File: src/rtl/riscv_lsu.sv
// Load/store unit: one memory access at a time, IDLE -> REQ -> DONE.
// Ports: core_* from decoder/ALU, mem_* to a single-word memory port.
module riscv_lsu (
  input  logic        clk_i,
  input  logic        rst_i,
  input  logic        core_req_i,
  input  logic        core_we_i,
  input  logic [2:0]  core_size_i,
  input  logic [31:0] core_addr_i,
  input  logic [31:0] core_wd_i,
  output logic [31:0] core_rd_o,
  output logic        core_stall_o,
  output logic        mem_req_o,
  output logic        mem_we_o,
  output logic [3:0]  mem_be_o,
  output logic [31:0] mem_addr_o,
  output logic [31:0] mem_wd_o,
  input  logic [31:0] mem_rd_i,
  input  logic        mem_ready_i
);

  typedef enum logic [1:0] {
    S_IDLE,
    S_REQ,
    S_DONE
  } state_t;

  state_t r_state;
  state_t w_next;

  logic [31:0] r_addr;
  logic [31:0] r_wd;
  logic [31:0] r_rd;
  logic        r_we;
  logic [2:0]  r_size;

  logic        w_start;
  logic        w_fin_ld;
  logic        w_b;
  logic        w_h;
  logic        w_w;
  logic        w_uns;
  logic [3:0]  w_be;
  logic [31:0] w_wd;
  logic [31:0] w_ld;
  logic [7:0]  w_byte;
  logic [15:0] w_half;

  // size decode: bit 2 marks the unsigned variants
  always_comb begin
    w_b   = (r_size == 3'd0) || (r_size == 3'd4);
    w_h   = (r_size == 3'd1) || (r_size == 3'd5);
    w_w   = (r_size == 3'd2);
    w_uns = r_size[2];
  end

  always_comb begin
    w_byte = mem_rd_i[7:0];
    unique case (r_addr[1:0])
      2'd0: w_byte = mem_rd_i[7:0];
      2'd1: w_byte = mem_rd_i[15:8];
      2'd2: w_byte = mem_rd_i[23:16];
      2'd3: w_byte = mem_rd_i[31:24];
      default: w_byte = mem_rd_i[7:0];
    endcase
    w_half = r_addr[1] ? mem_rd_i[31:16]
                       : mem_rd_i[15:0];
  end

  // lane enables, store replication, load formatting
  always_comb begin
    w_be = 4'b0000;
    w_wd = r_wd;
    w_ld = 32'h0;
    unique case (1'b1)
      w_b: begin
        w_be = 4'b0001 << r_addr[1:0];
        w_wd = {4{r_wd[7:0]}};
        w_ld = w_uns ? {24'h0, w_byte}
                     : {{24{w_byte[7]}}, w_byte};
      end
      w_h: begin
        w_be = 4'b0011 << {r_addr[1], 1'b0};
        w_wd = {2{r_wd[15:0]}};
        w_ld = w_uns ? {16'h0, w_half}
                     : {{16{w_half[15]}}, w_half};
      end
      w_w: begin
        w_be = 4'b1111;
        w_wd = r_wd;
        w_ld = mem_rd_i;
      end
      default: begin
        w_be = 4'b0000;
        w_wd = r_wd;
        w_ld = 32'h0;
      end
    endcase
  end

  assign w_start  = (r_state == S_IDLE) && core_req_i;
  assign w_fin_ld = (r_state == S_REQ) && mem_ready_i
                    && !r_we;

  always_comb begin
    w_next       = r_state;
    core_stall_o = 1'b0;
    mem_req_o    = 1'b0;
    mem_we_o     = 1'b0;
    mem_be_o     = 4'b0000;
    unique case (r_state)
      S_IDLE: begin
        if (core_req_i) w_next = S_REQ;
        core_stall_o = core_req_i;
      end
      S_REQ: begin
        if (mem_ready_i) w_next = S_DONE;
        core_stall_o = 1'b1;
        mem_req_o    = 1'b1;
        mem_we_o     = r_we;
        mem_be_o     = w_be;
      end
      // a request still high here belongs to the finished access
      S_DONE: w_next = S_IDLE;
      default: w_next = S_IDLE;
    endcase
    if (rst_i) begin
      core_stall_o = 1'b0;
      mem_req_o    = 1'b0;
      mem_we_o     = 1'b0;
      mem_be_o     = 4'b0000;
    end
  end

  always_ff @(posedge clk_i) begin
    if (rst_i) begin
      r_state <= S_IDLE;
      r_addr  <= 32'h0;
      r_wd    <= 32'h0;
      r_we    <= 1'b0;
      r_size  <= 3'd0;
      r_rd    <= 32'h0;
    end else begin
      r_state <= w_next;
      if (w_start) begin
        r_addr <= core_addr_i;
        r_wd   <= core_wd_i;
        r_we   <= core_we_i;
        r_size <= core_size_i;
      end
      if (w_fin_ld) r_rd <= w_ld;
    end
  end

  assign core_rd_o  = r_rd;
  assign mem_addr_o = {r_addr[31:2], 2'b00};
  assign mem_wd_o   = w_wd;

endmodule

File: config.mk
export PLATFORM = sky130hd
export DESIGN_NAME = riscv_lsu
export DESIGN_NICKNAME = d
export VERILOG_FILES = /design/src/rtl/riscv_lsu.sv
export SDC_FILE = /design/constraint.sdc
export NUM_CORES = 1
export LEC_CHECK = 0
export ABC_AREA = 1
export CORE_UTILIZATION = 44
export DETAILED_ROUTE_END_ITERATION = 10
export PLACE_DENSITY_LB_ADDON = 0.15
export SLEW_MARGIN = 20
export SYNTH_ARGS = -nofsm -noshare
export SYNTH_HDL_FRONTEND = slang
export SYNTH_SLANG_ARGS = --single-unit
File: constraint.sdc
create_clock -name clk_i -period 1.74 [get_ports clk_i]
set_clock_uncertainty 0.1 [all_clocks]
set_input_delay 0.174 -clock clk_i [delete_from_list [all_inputs] [get_ports clk_i]]
set_output_delay 0.174 -clock clk_i [all_outputs]
set_load 0.005 [all_outputs]
### Word-level counts from Yosys, hierarchy flattened

Cells that the tools add are included.
Widths: inputs -> output; s select.

* eq/ne operators: 10
* shifts and indexed selects: 2
* multiplexer cells: 18
* reductions and logical operators: 10

Operators by type and width (number)
* $pmux 32 s3: 1
* $mux 32: 2
* $pmux 32 s2: 1
* $pmux 8 s4: 1
* $mux 16: 1
* $pmux 4 s3: 1
* $mux 4: 2
* $eq 3x3->1 const B: 2
* $mux 1: 5
* $eq 2x1->1 const B: 2
* $eq 2x2->1 const B: 2
* $logic_not 2->1: 2
* $mux 2: 2
* $ne 2x2->1 const B: 2
* $pmux 2 s2: 1
* $shl 1x2->4 const A: 1
* $shl 2x2->4 const A: 1
* $eq 3x1->1 const B: 1
* $eq 3x2->1 const B: 1
* $logic_and 1x1->1: 3
* $logic_not 3->1: 1
* $logic_or 1x1->1: 2
* $pmux 1 s2: 1
* $reduce_and 2->1: 1
* $logic_not 1->1: 1

* bits in registers: 102
* input bits: 104
* output and inout port bits: 103

### Logic depth before layout (Yosys ltp)

* depth after elaboration: 5
* gate-level depth with buffers: 9

### Least setup slack after synthesis

OpenSTA, ideal clock, no wires.

* kind: register -> output
* from: reg r_size[1]
* to: out mem_be_o[2]
* arrival: 1.146 ns
* required time: 1.466 ns
* path slack: 0.320 ns
* stages on the path, launching flop included: 7
* path through: dfxtp_1 buf_6 nand3_1 buf_2 nand2_1 inv_1 a211oi_1

* word-level cells in the longest chain between the ends: 5
* elaborated cells on any way between the ends: 10
* classes of those cells: eq/ne (4); mux (3); reduce/logical (3)

Ends and longest elaborated chain
* start, declared: line 35 `logic [2:0] r_size;`
* start signal, assigned: line 149 `r_size <= core_size_i;`
* $eq 3x1->1 (tied with other cells): line 52 `w_h = (r_size == 3'd1) || (r_size == 3'd5);`
* $logic_or 1x1->1, on equally long branches: line 52, 51
* $pmux 4 s3 *: line 75 `unique case (1'b1)`
* $mux 4 *: line 111 `unique case (r_state)`
* $mux 4 *: line 127 `if (rst_i) begin`
* end, declared: line 15 `output logic [3:0] mem_be_o,`

Mark *: on every way between the ends. The rest lies on a longest branch, timed or not.

### Worst setup path in the final report

Same ends and word-level chain as after synthesis.

==> impl_metrics.tcl <==
set metrics [dict create \
    setup.worst_path.start_class "flop" \
    routed_wl_mm 16.8 \
    synth-seq-cells 102 \
    synth.avg_cell_area_um2 6.63 \
    worst_ep_required_time_ns 1.47 \
    slew_viol_final 0 \
    core_area_mm2 0.0111 \
    p_per_area_mw_per_mm2 851 \
    wl_per_cell_um 15.1 \
    track_usage_pct 28.0 \
    r2r_cells 12 \
    vias 5651 \
    cell_internal_pwr_mw 4.70 \
    fmaxAchievable_ghz 0.529 \
    p_leak_nw 3.43 \
    yosys_warnings 0 \
    rows 38 \
    met2_usage_pct 47.8 \
    area_growth_pct 55.6 \
    seq_area_frac_synth_pct 40.1 \
    syn-instance-count 768 \
    dp_slack_ns -0.179 \
    p_clk_share_pct 31.0 \
    rsz0062_at_grt "yes" \
    regToRegSetupSlack_ns -0.14 \
    start_util_pct 46.0 \
    cts_buffers 9 \
    arrival_ns 1.62 \
    cts_root_buffer "clkbuf_16" \
    layout_worst_path_cycle_share_pct 109 \
    top_usage_layer "met2" \
    clock_sinks 102 \
    cts_hold_buf 0 \
    insertion_delay_ns 0.35 \
    violations "negative setup slack" \
    criticalPathCategory "reg2out" \
    portBuffers 204 \
    setup_ws_ns -0.151 \
    path_max_fanout 6 \
    maxCapViolations 0 \
    grt_max_degree 56 \
    hold_viol_final 0 \
    diodes 0 \
    die_w_um 110 \
    post-route-min-period_ns 1.89 \
    die_h_um 110 \
    startpoint "r_size[1]$_SDFFE_PP0P_" \
    via_per_inst 5.08 \
    ir_drop_uv 668 \
    grt_pass1_wl_mm 25.6 \
    nNetsFinal 1071 \
    setup_viol 32 \
    power_frac_seq_pct 39.2 \
    htree_levels 3 \
    drive_above_1_share_pct 20.7 \
    remaining_drc_errors 0 \
    hpwlAfterDp_mm 11.5 \
    overflow 0 \
    antenna_found_initial 0 \
    netlist_area_mm2 0.00509 \
    cp-end-kind "primary output" \
    status "finished with violations" \
    grt_pass1_vias 5309 \
    final_antenna_net_count 0 \
    p_comb_share_pct 29.8 \
    p_switching_mw 2.04 \
    die-area_mm2 0.0120 \
    synth_cell_type_count 27 \
    clockBufferDepth 2 \
    dr.pass1.iters 5 \
    r2r-end "core_rd_o[17]$_SDFFE_PP0P_" \
    met1_usage_pct 33.0 \
    reg2reg_from "r_size[1]$_SDFFE_PP0P_" \
    place.gp.congestion 0.900 \
    grt_util_met3_pct 7.35 \
    path_clk_slew_ns 0.07 \
    cts_tree "yes" \
    ios 207 \
    first_iter_violations 329 \
    switching_share_pct 30.3 \
    endpoint "mem_be_o[2]" \
    utilization_pct 71.5 \
    hold_class "in2reg" \
]
routing by layer:
layer | share of wire, % | routed length [um]
met1 | 40 | 6790
met4 | 2.9 | 482
met2 | 48 | 8100
met3 | 8.3 | 1400
met5 | 0 | 0
worst min-delay path by stage:
stage                         startpoint                         to  slack [ns]  cells after the start
2_1_floorplan                mem_ready_i    r_state[1]$_SDFFE_PP0P_        0.21                      2
3_3_place_gp   core_rd_o[0]$_SDFFE_PP0P_  core_rd_o[0]$_SDFFE_PP0P_        0.35                      2
6_report                  core_addr_i[8]     r_addr[8]$_SDFFE_PP0P_        0.30                      3
5_1_grt                    core_wd_i[17]      r_wd[17]$_SDFFE_PP0P_        0.31                      3
4_1_cts                  core_addr_i[15]    r_addr[15]$_SDFFE_PP0P_        0.29                      3
3_5_place_dp   core_rd_o[5]$_SDFFE_PP0P_  core_rd_o[5]$_SDFFE_PP0P_        0.36                      2
synthesized netlist by cell type:
master / n / area share [%]
o211ai_1: 7 / 1.0
nand3_4: 1 / 0.34
a31oi_1: 1 / 0.12
conb_1: 1 / 0.074
a21oi_4: 1 / 0.32
a21oi_2: 9 / 1.5
o21bai_1: 1 / 0.15
o21a_1: 1 / 0.15
nand3_1: 21 / 2.1
buf_4: 43 / 6.3
a211oi_1: 1 / 0.15
clkbuf_1: 30 / 2.2
buf_8: 1 / 0.29
o21ai_0: 91 / 8.9
nor3_1: 1 / 0.098
buf_6: 3 / 0.66
buf_2: 5 / 0.49
nand3_2: 1 / 0.20
inv_1: 53 / 3.9
nand2_1: 185 / 14
dfxtp_1: 102 / 40
nor2_4: 1 / 0.22
nor2_8: 2 / 0.79
inv_4: 2 / 0.25
inv_2: 4 / 0.29
nor2_1: 163 / 12
a21oi_1: 37 / 3.6
logic make-up (layout without fill, tap and decap cells):
logic type | after synthesis | count (layout) | share of synthesized area (%)
other cells | 1 | 2 | 0.0736
simple gates | 375 | 379 | 29.4
buf+inv | 141 | 340 | 14.4
flops | 102 | 102 | 40.1
compound gates | 149 | 149 | 16.0
cell usage in the layout (no fill, tap or decap), drive strengths merged, types with 2 or more instances in the layout:
master,n
a21oi,47
buf,83
clkbuf,10
clkdlybuf4s50,174
clkinvlp,3
conb,2
dfxtp,102
dlygate4sd2,7
inv,61
nand2,185
nand3,26
nor2,167
o211ai,7
o21ai,91
state kept, by name, indices dropped and copies added (netlist names):
register,count
core_rd_o,32
r_addr,32
r_we,1
r_size,3
r_state,2
r_wd,32
layout make-up:
cell class	count	area [um^2]
repair buffers	265	2510
inverters	59	233
flip-flops and latches	102	2050
multi-input cells	530	2650
fillers	910	3150
clock buffers	10	239
clock inverters	6	73.8
well taps	140	175
power groups by stage:
| stage | registers, mW | clock network, mW | logic [mW] |
|---|---|---|---|
| after floorplan | 2.66 | 0 | 0.921 |
| after global placement | 2.68 | 0 | 1.71 |
| after detailed placement | 2.68 | 0 | 1.73 |
| after CTS | 2.64 | 2.15 | 1.91 |
| after global routing | 2.66 | 2.22 | 2.19 |
| final | 2.64 | 2.09 | 2.01 |
worst max-delay path, cell delays in order, from the launching register on:
cell and delay (ns):
dfxtp_4 0.37, buf_12 0.13, nor2_8 0.12, buf_12 0.13, nand3_2 0.09, a211oi_2 0.25
buf_2 0.17
per-stage QoR:
step                hold slack, ns  std cells  power (mW)  TNS, ns  area [um^2]
floorplan                    0.209        769        3.58        0         5100
global placement             0.353       1077        4.39    -1.79         7180
detailed placement           0.355       1077        4.41    -3.57         7180
CTS                          0.287       1107        6.70    -4.08         7750
global route                 0.306       1112        7.07    -4.84         7930
finish                       0.299       1112        6.74    -2.33         7930
what timing repair did:
item / CTS / global route
cloned: 5 / 1
setup endpoints to repair: 54 / 56
buffers inserted: 9 / 7
pin swaps: 17 / 19
gates resized for setup: 155 / 60
No activity file was read; power rests on OpenSTA's default activity.
